File: config.mk
export PLATFORM = sky130hd
export DESIGN_NAME = para_load_ctrl
export DESIGN_NICKNAME = d
export VERILOG_FILES = /design/src/rtl/para_ctrl_pkg.sv /design/src/rtl/para_checksum.sv /design/src/rtl/para_load_ctrl.sv
export SDC_FILE = /design/constraint.sdc
export NUM_CORES = 1
export LEC_CHECK = 0
export CORE_MARGIN = 2
export CORE_UTILIZATION = 47
export CTS_CLUSTER_SIZE = 8
export DETAILED_ROUTE_END_ITERATION = 7
export GPL_ROUTABILITY_DRIVEN = 0
export GPL_TIMING_DRIVEN = 0
export HOLD_SLACK_MARGIN = 0.06
export PLACE_DENSITY = 0.9
export SLEW_MARGIN = 20
export SYNTH_ARGS = -nofsm -noshare
export SYNTH_HDL_FRONTEND = slang
export SYNTH_SLANG_ARGS = --single-unit
File: constraint.sdc
create_clock -name clk -period 2.6 [get_ports clk]
set_clock_uncertainty 0.1 [all_clocks]
set_input_delay 0.52 -clock clk [delete_from_list [all_inputs] [get_ports clk]]
set_output_delay 0.52 -clock clk [all_outputs]
set_load 0.01 [all_outputs]
File: src/rtl/para_ctrl_pkg.sv
// para_ctrl_pkg: FSM states, section codes and load-size helpers shared by para_load_ctrl.
package para_ctrl_pkg;

    typedef enum logic [1:0] {S_IDLE, S_FETCH, S_DRAIN, S_DONE} state_e;

    typedef enum logic [2:0] {
        SEC_RSIGN, SEC_BN_A, SEC_BN_B, SEC_BETA, SEC_GAMMA, SEC_ZETA
    } section_e;

    localparam int CH_SECTIONS = 5;

    function automatic int total_words(input int fm_depth, input int channel_num);
        return fm_depth + CH_SECTIONS * channel_num;
    endfunction

    // rsign words come first, then one section per channel_num words
    function automatic section_e section_of(input int k, input int fm_depth, input int channel_num);
        section_e s;
        s = SEC_RSIGN;
        for (int i = 0; i < CH_SECTIONS; i++)
            if (k >= fm_depth + i * channel_num) s = section_e'(3'(i + 1));
        return s;
    endfunction

endpackage

File: src/rtl/para_checksum.sv
// para_checksum: modulo-2^W sum of delivered words, compared against the expected value at load end.
module para_checksum #(
    parameter int W = 16
) (
    input  logic         clk,
    input  logic         rstn,
    input  logic         clr,
    input  logic         add,
    input  logic         check,
    input  logic [W-1:0] data,
    input  logic [W-1:0] expected,
    output logic         chk_err
);

    logic [W-1:0] sum_q, sum_d, exp_q, exp_d;
    logic         err_q, err_d;

    always_comb begin
        sum_d = clr ? '0 : (add ? sum_q + data : sum_q);
        exp_d = clr ? expected : exp_q;
        err_d = clr ? 1'b0 : (check ? (sum_q != exp_q) : err_q);
    end

    always_ff @(posedge clk or negedge rstn)
        if (!rstn) begin
            sum_q <= '0;
            exp_q <= '0;
            err_q <= 1'b0;
        end else begin
            sum_q <= sum_d;
            exp_q <= exp_d;
            err_q <= err_d;
        end

    assign chk_err = err_q;

endmodule

File: src/rtl/para_load_ctrl.sv
// para_load_ctrl: streams FM_DEPTH + 5*CHANNEL_NUM parameter words from memory to the loader.
// Define PARA_CHECKSUM_EN to add the delivered-word checksum (chk_expected / chk_err).
module para_load_ctrl
    import para_ctrl_pkg::*;
#(
    parameter int FM_DEPTH    = 64,
    parameter int CHANNEL_NUM = 128,
    parameter int PARA_WIDTH  = 16,
    parameter int ADDR_WIDTH  = 16
) (
    input  logic                  clk,
    input  logic                  rstn,
    input  logic                  start,
    input  logic [ADDR_WIDTH-1:0] base_addr,
    input  logic                  stall,
    output logic                  mem_rd_en,
    output logic [ADDR_WIDTH-1:0] mem_addr,
    input  logic [PARA_WIDTH-1:0] mem_rd_data,
    output logic [PARA_WIDTH-1:0] para_out,
    output logic                  para_valid,
    output logic                  mode_out,
    output logic [2:0]            section,
    output logic                  busy,
`ifdef PARA_CHECKSUM_EN
    output logic                  done,
    input  logic [PARA_WIDTH-1:0] chk_expected,
    output logic                  chk_err
`else
    output logic                  done
`endif
);

    localparam int TOTAL = total_words(FM_DEPTH, CHANNEL_NUM);
    localparam int CNT_W = $clog2(TOTAL);
    localparam logic [CNT_W-1:0] LAST = CNT_W'(TOTAL - 1);

    state_e                state_q, state_d;
    section_e              section_q, section_d;
    logic [CNT_W-1:0]      cnt_q, cnt_d;
    logic [ADDR_WIDTH-1:0] addr_q, addr_d;
    logic                  valid_q, valid_d;
    logic                  issue;

    always_comb begin
        state_d   = state_q;
        section_d = section_q;
        cnt_d     = cnt_q;
        addr_d    = addr_q;
        issue     = 1'b0;
        case (state_q)
            S_IDLE: if (start) begin
                state_d = S_FETCH;
                cnt_d   = '0;
                addr_d  = base_addr;
            end
            S_FETCH: if (!stall) begin
                issue     = 1'b1;
                cnt_d     = cnt_q + CNT_W'(1);
                addr_d    = addr_q + ADDR_WIDTH'(1);
                section_d = section_of(int'(cnt_q), FM_DEPTH, CHANNEL_NUM);
                state_d   = (cnt_q == LAST) ? S_DRAIN : S_FETCH;
            end
            S_DRAIN: state_d = S_DONE;
            default: state_d = S_IDLE;
        endcase
        valid_d = issue;
    end

    always_ff @(posedge clk or negedge rstn)
        if (!rstn) begin
            state_q   <= S_IDLE;
            section_q <= SEC_RSIGN;
            cnt_q     <= '0;
            addr_q    <= '0;
            valid_q   <= 1'b0;
        end else begin
            state_q   <= state_d;
            section_q <= section_d;
            cnt_q     <= cnt_d;
            addr_q    <= addr_d;
            valid_q   <= valid_d;
        end

    assign mem_rd_en  = issue;
    assign mem_addr   = addr_q;
    assign para_out   = mem_rd_data;
    assign para_valid = valid_q;
    assign section    = section_q;
    assign mode_out   = (state_q == S_IDLE);
    assign busy       = (state_q != S_IDLE);
    assign done       = (state_q == S_DONE);

`ifdef PARA_CHECKSUM_EN
    para_checksum #(.W(PARA_WIDTH)) u_checksum (
        .clk      (clk),
        .rstn     (rstn),
        .clr      (state_q == S_IDLE && start),
        .add      (valid_q),
        .check    (state_q == S_DONE),
        .data     (mem_rd_data),
        .expected (chk_expected),
        .chk_err  (chk_err)
    );
`endif

endmodule

# After elaboration in Yosys (flattened, before gate mapping)
# Cells that the tools add are included.
# op_classes
n_addsub	2
magnitude_cmp	5
n_eq_ne	6
mux	17
bitwise_logic	1
reduce_logical	6
# ops
operator	n
two-way mux 16 bit	2
one-hot mux 16 bit (2 select lines)	1
>= comparator 10 x 9 -> 1 bit (second input constant)	2
two-way mux 10 bit	2
one-hot mux 10 bit (2 select lines)	1
adder 16 x 1 -> 16 bit (second input constant)	1
two-way mux 3 bit	4
adder 10 x 1 -> 10 bit (second input constant)	1
== test 10 bit (second input constant)	1
>= comparator 10 bit (second input constant)	1
>= comparator 10 x 7 -> 1 bit (second input constant)	1
>= comparator 10 x 8 -> 1 bit (second input constant)	1
two-way mux 2 bit	3
one-hot mux 2 bit (3 select lines)	1
== test 2 bit (second input constant)	2
inequality test 2 bit (second input constant)	2
AND reduction 2 bit	2
nonzero test 2 bit	2
two-way mux 1 bit	3
AND reduction 3 bit	1
== test 2 x 1 -> 1 bit (second input constant)	1
logical NOT 2 bit	1
NOT 1 bit	1
# totals
register_bits	32
in_bits	36

# Longest topological paths before layout
# Gate-level depths: netlist (run 1).
# depth
depth_word	6
ltp_mapped	7
ltp_nobuf	5

# Worst setup path before layout (run 1)
# OpenSTA, ideal clock, no wires.
# synth_path
kind	input -> register
from	input stall
to	register cnt_q[9]
setup_ns	0.078
arrival_ns	1.505
t_required_ns	2.422
path_slack_ns	0.917
path_stages	4
path_buffers	0
path_cell_list	nand2b_1 a21o_1 or4_1 a21oi_1
# synth_between
elab_chain_len	2
# synth_rtl
item	line_no	source
start, declared	para_load_ctrl.sv:15	input logic stall,
inequality test 2 bit (no line)	--	
AND reduction 3 bit (no line)	--	
end signal, assigned	para_load_ctrl.sv:79	cnt_q <= cnt_d;
end, declared	para_load_ctrl.sv:39	logic [CNT_W-1:0] cnt_q, cnt_d;
# Every way passes these cells.
# A chain may end at the register's enable or synchronous reset.

# Worst setup path in the final report (run 1)
# layout_path
from	input stall
to	output mem_rd_en
# layout_between
elab_chain_len	2
# layout_rtl
item	line_no	source
two-way mux 1 bit	para_load_ctrl.sv:56	S_FETCH: if (!stall) begin
two-way mux 1 bit	para_load_ctrl.sv:50	case (state_q)
end, declared	para_load_ctrl.sv:16	output logic mem_rd_en,
# Every way passes these cells.

==> impl_metrics.toml, run 1 <==
[run_status]
outcome = "completed"

[timing]
max_slew.worst_pin.slew_ps = 732.5
slew_headroom_pct = 51.17
setup_viol = 0
final.period_utilization_pct = 95.65
min_period_ps = 2487
max_freq_ghz = 0.4021
rsz0062_at_grt = "no"
drv_slew = 0
fin_tns_setup_ps = 0
setup_ws_ps = 113.2
hold_viol = 0
fin_hold_ws_ps = 199.5

[power]
p_int_mw = 1.377
power_frac_comb_pct = 45.1
power_frac_seq_pct = 39.4
irDropWorstVdd_v = 0.0004433
p_leak_nw = 1.104
power_frac_clock_pct = 15.5
p_per_area_mw_per_mm2 = 849.5
p_sw_share_pct = 39.40
switching_power_mw = 0.8952

[clocking]
cts_root_buffer = "clkbuf_8"
h-tree-depth = 2
clock-sinks = 32
cts_tree = "yes"
clk_pin_slew_ps = 60
insertion_delay_ps = 280
clockBufferDepth = 2
cts_made_buffers = 5

[global_routing]
grt_util_all_layers_pct = 23.15
grt_max_degree = 33
grt_pass1_wl_um = 8052
grt_util_met3_pct = 4.934
grt_busiest_layer = "met2"
grt_overflow_total = 0
antenna_found_initial = 0
grt_util_met1_pct = 29.79
grt_pass1_vias = 1801
grt.met2_usage_pct = 37.86

[setup_path]
path_class = "primary input to output pin"
cp.arrival_ps = 1870
crit_fanout = 7
cp_data_required_time_ps = 1980
critPathLaunchType = "primary input"
end_kind = "output pin"
reg2reg_slack_ps = 780

[logic_synthesis]
synth.top_cell.area_share_pct = 41.48
syn-num-nets = 265
ys_warn_count = 0
synth_top_area_cell = "dfrtp_1"
netlist_instances = 226
synth-edff-count = 0
ys_ff_latch = 32
ys_types = 43
yosysMostFrequentCell = "dfrtp_1"
ys_seq_area_share_pct = 41.48
async_flop_share_pct = 100.0
synthesis.area_mm2 = 0.001931
synth_commonest_cells = "32 x dfrtp_1, 23 x a21oi_1, 20 x nand2_1"
avgSynthCellArea_um2 = 8.542
synthFlopType = "dfrtp_1"
yosys-top-cells-area = "dfrtp_1 41%, buf_4 6.2%, a21oi_1 6.0%"

[cells_and_area]
drive_gt1_share_pct = 11.95
num_antenna_cells = 0
nets = 332
final_util_pct = 67.36
syn_to_final_growth_pct = 38.56

[routing]
dr.pass1.iters = 4
drc = 0
viasPerCell = 5.799
drt.antenna.violating_nets = 0
wl_per_cell_um = 14.40
drt_first_iter_violations = 196
wirelength_um = 4939
vias = 1989

[worst_hold_path]
hold_class = "primary input to asynchronous set/reset pin"

[floorplan]
die-area_mm2 = 0.004636
initial_utilization_pct = 48.61
rows = 23
die_w_um = 68.09
design.core.area_mm2 = 0.003971
fp.dieH_um = 68.09
ioPinCount = 76

[placed_design]
place_hpwl_um = 3592
io_buffers = 59
dp_slack_ps = -127.2

[run]
drv_cap = 0
## worst paths after layout
check | cells past startpoint | start | endpoint
hold reg to reg | 2 | section[0]$_DFFE_PN0P_ | section[0]$_DFFE_PN0P_
setup / recovery | 4 | stall | mem_rd_en
max in group asynchronous | 1 | rstn | cnt_q[5]$_DFFE_PN0P_
setup reg to reg | 5 | state_q[0]$_DFFE_PN0P_ | cnt_q[1]$_DFFE_PN0P_
min in group clk | 2 | section[0]$_DFFE_PN0P_ | section[0]$_DFFE_PN0P_
hold / removal | 1 | rstn | section[2]$_DFFE_PN0P_
## power groups by stage
stage          Combinational (mW)  Clock, mW  Sequential [mW]
2_1_floorplan               0.502          0            0.909
3_3_place_gp                0.992          0            0.883
3_5_place_dp                 1.02          0            0.895
4_1_cts                      1.03      0.359            0.888
5_1_grt                      1.14      0.384            0.925
6_report                     1.02      0.352            0.896
## registers in the layout, summed over array words and instances, names as in the netlist
name,cells
state_q,2
mem_addr,16
section,3
para_valid,1
cnt_q,10
## cell usage in the layout (no fill, tap or decap), types with 5 or more instances in the layout
master,Yosys,routed
clkdlybuf4s50_1,0,58
dfrtp_1,32,32
a21oi_1,23,23
nand2_1,20,20
o21ai_0,18,18
buf_4,16,17
nor2_1,13,13
nand3_1,11,11
inv_1,10,9
o22ai_1,8,8
o31ai_1,7,7
clkbuf_1,4,5
a211oi_1,5,5
clkbuf_8,0,5
## layer usage
metal / vias to the layer above / wire length (um)
li1: 952 / -
met1: 935 / 1994
met2: 96 / 2499
met3: 6 / 386
met4: 0 / 59
met5: - / 0
## worst max-delay path: stages
cell and delay [ps]:
clkdlybuf4s50_1 540, nand2b_4 210, clkinvlp_4 110, clkdlybuf4s50_1 480
## cell type report
cell class / instances / area (um2)
buffer: 26 / 172.7
clock buffer: 6 / 72.57
clock inverter: 1 / 5.005
fill: 343 / 1296
inverter: 10 / 41.29
multi-input combinational: 158 / 927.1
sequential: 32 / 800.8
tap: 50 / 62.56
timing repair buffer: 60 / 593.1
## cells by family (layout without fill, tap and decap cells)
group | count (synthesis) | after routing | synth area share (%)
compound gates | 75 | 75 | 23.66
xor+xnor | 4 | 4 | 1.815
fa+ha+maj | 3 | 3 | 1.944
buf+inv | 36 | 103 | 10.76
flops | 32 | 32 | 41.48
simple gates | 76 | 76 | 20.35
## metrics by stage
step / area [um2] / cells / power, mW
floorplan: 1931 / 226 / 1.411
global placement: 2584 / 335 / 1.875
detailed placement: 2579 / 335 / 1.911
CTS: 2668 / 343 / 2.274
global route: 2675 / 343 / 2.450
finish: 2675 / 343 / 2.272
## repair_timing
action	CTS	global route
endpoints found under the hold margin	0	0
hold buffers	0	0
resized for setup	1	2
buffers inserted	1	0
endpoints found under the setup margin	1	1
Power figures use the tool's default switching activity.
==> run 2, diff against run 1 <==
- HOLD_SLACK_MARGIN: 0.06 -> unset
==> results of run 2 <==
The final DEF is identical to that of run 1; final timing and power are the same.
==> run 3, diff against run 2 <==
- CORE_UTILIZATION: 47 -> 30
- PLACE_DENSITY: 0.9 -> 0.63
==> run 3 against run 2 <==
Wire length is 7.8% higher; first-iteration DRC count fell by 24%; setup slack got worse by 28 ps; worst hold slack gained 190 ps; power up 1.5%; non-clock buffer count up 2; critical path type unchanged; highest routed layer unchanged.
==> impl_metrics.toml, run 3 (same netlist as run 1, synthesis figures left out) <==
[power]
irDropWorstVdd_v = 0.0004277
p_per_area_mw_per_mm2 = 842.0
p_leak_nw = 1.118

[cells_and_area]
stdcell_area_mm2 = 0.002739
num_antenna_cells = 0
layout_commonest_cell = "clkdlybuf4s50_1"
final_util_pct = 43.63
syn_to_final_growth_pct = 41.87
nets = 334
mostFrequentLayoutCells = "58 x clkdlybuf4s50_1, 32 x dfrtp_1, 23 x a21oi_1, 20 x nand2_1, 18 x o21ai_0"
largest_register_ffs = 16
drive_gt1_share_pct = 12.20

[routing]
dr.pass1.iters = 4
vias = 1947
drt_first_iter_violations = 149
drt.antenna.violating_nets = 0
wl_per_cell_um = 14.32
viasPerCell = 5.234
drc = 0
wirelength_um = 5326

[setup_path]
cpMaxStageDelayCell = "clkdlybuf4s50_1"
crit_top_cell = "clkdlybuf4s50_1"
cp.arrival_ps = 1890
path_cells = "clkdlybuf4s50_1 > nand2b_4 > clkinvlp_4 > clkdlybuf4s50_1"
crit_fanout = 7
path_class = "primary input to output pin"
critPathLaunchType = "primary input"
end_kind = "output pin"
critPathMaxStageDelay_ps = 540
cp_data_required_time_ps = 1980

[clocking]
cts_made_buffers = 5
h-tree-depth = 2
cts_tree = "yes"
cts_root_buffer = "clkbuf_8"
clk_pin_slew_ps = 60
clockBufferDepth = 2
insertion_delay_ps = 290
clock-sinks = 32

[floorplan]
die_w_um = 84.22
ioPinCount = 76
design.core.area_mm2 = 0.006277
rows = 29
die-area_mm2 = 0.007093
initial_utilization_pct = 30.76
fp.dieH_um = 84.22

[timing]
max_freq_ghz = 0.3977
min_period_ps = 2514
max_slew.worst_pin.slew_ps = 611.0
fin_hold_ws_ps = 388.8
setup_ws_ps = 85.50
hold_viol = 0
rsz0062_at_grt = "no"
slew_headroom_pct = 59.12
drv_slew = 0
final.period_utilization_pct = 96.71
setup_viol = 0

[placed_design]
place_hpwl_um = 3895
dp_slack_ps = -163.7
post_dp_cell_area_mm2 = 0.002633
io_buffers = 59

[global_routing]
antenna_found_initial = 0
grt_max_degree = 24
grt_overflow_total = 0
grt_pass1_vias = 1835
grt_pass1_wl_um = 8901
grt_util_all_layers_pct = 15.48

[worst_hold_path]
hold_class = "flop to flop"

[run]
drv_cap = 0

[run_status]
outcome = "completed"
-- run 3: worst max-delay path, delay by kind of cell --
family / cells / cell delay, ps
buffers and inverters: 3 / 1160
and+or+nand+nor: 1 / 210
-- run 3: metal layers --
| layer | wire [um] | up-vias | share of wire (%) | global-route usage, % |
|---|---|---|---|---|
| met2 | 2544 | 99 | 48 | 25.11 |
| met3 | 395 | 6 | 7.4 | 2.655 |
| met5 | 0 | - | 0 | 0 |
| met1 | 2319 | 893 | 44 | 20.73 |
| met4 | 68 | 0 | 1.3 | 5.718 |
| li1 | - | 949 | - | - |
-- run 3: power breakdown --
part | internal (mW) | switching, mW | leakage (nW)
clock network | 0.182 | 0.177 | 0.0410
logic | 0.532 | 0.513 | 0.682
registers | 0.668 | 0.235 | 0.395
-- run 3: final timing paths --
| path | start | to | slack [ps] | cells past startpoint |
|---|---|---|---|---|
| max in group asynchronous | rstn | mem_addr[12]$_DFFE_PN0P_ | 1460 | 3 |
| worst min-delay path | section[0]$_DFFE_PN0P_ | section[0]$_DFFE_PN0P_ | 390 | 2 |
| worst min register to register | section[0]$_DFFE_PN0P_ | section[0]$_DFFE_PN0P_ | 390 | 2 |
| worst max-delay path | stall | mem_rd_en | 90 | 4 |
| min in group asynchronous | rstn | section[0]$_DFFE_PN0P_ | 540 | 2 |
| worst max register to register | mem_addr[2]$_DFFE_PN0P_ | mem_addr[11]$_DFFE_PN0P_ | 710 | 4 |
-- run 3: what timing repair did --
action	in CTS	in global routing
buffers inserted	1	0
hold buffers	1	0
endpoints found under the hold margin	3	0
endpoints found under the setup margin	1	1
gates resized for setup	1	2
-- run 3: final cells by class --
class / instances / area [um2]
clock inverters: 1 / 5.005
inverters: 10 / 41.29
repair buffers: 62 / 623.1
plain buffers: 26 / 172.7
flip-flops and latches: 32 / 800.8
multi-input cells: 158 / 927.1
clock buffers: 6 / 72.57
well taps: 77 / 96.34
fillers: 608 / 3538
-- run 3: stage by stage --
step	instances	power, mW	setup TNS [ps]
2_1_floorplan	226	1.411	0
3_3_place_gp	362	1.918	-173.6
3_5_place_dp	363	1.936	-163.7
4_1_cts	372	2.312	0
5_1_grt	372	2.485	0
6_report	372	2.306	0
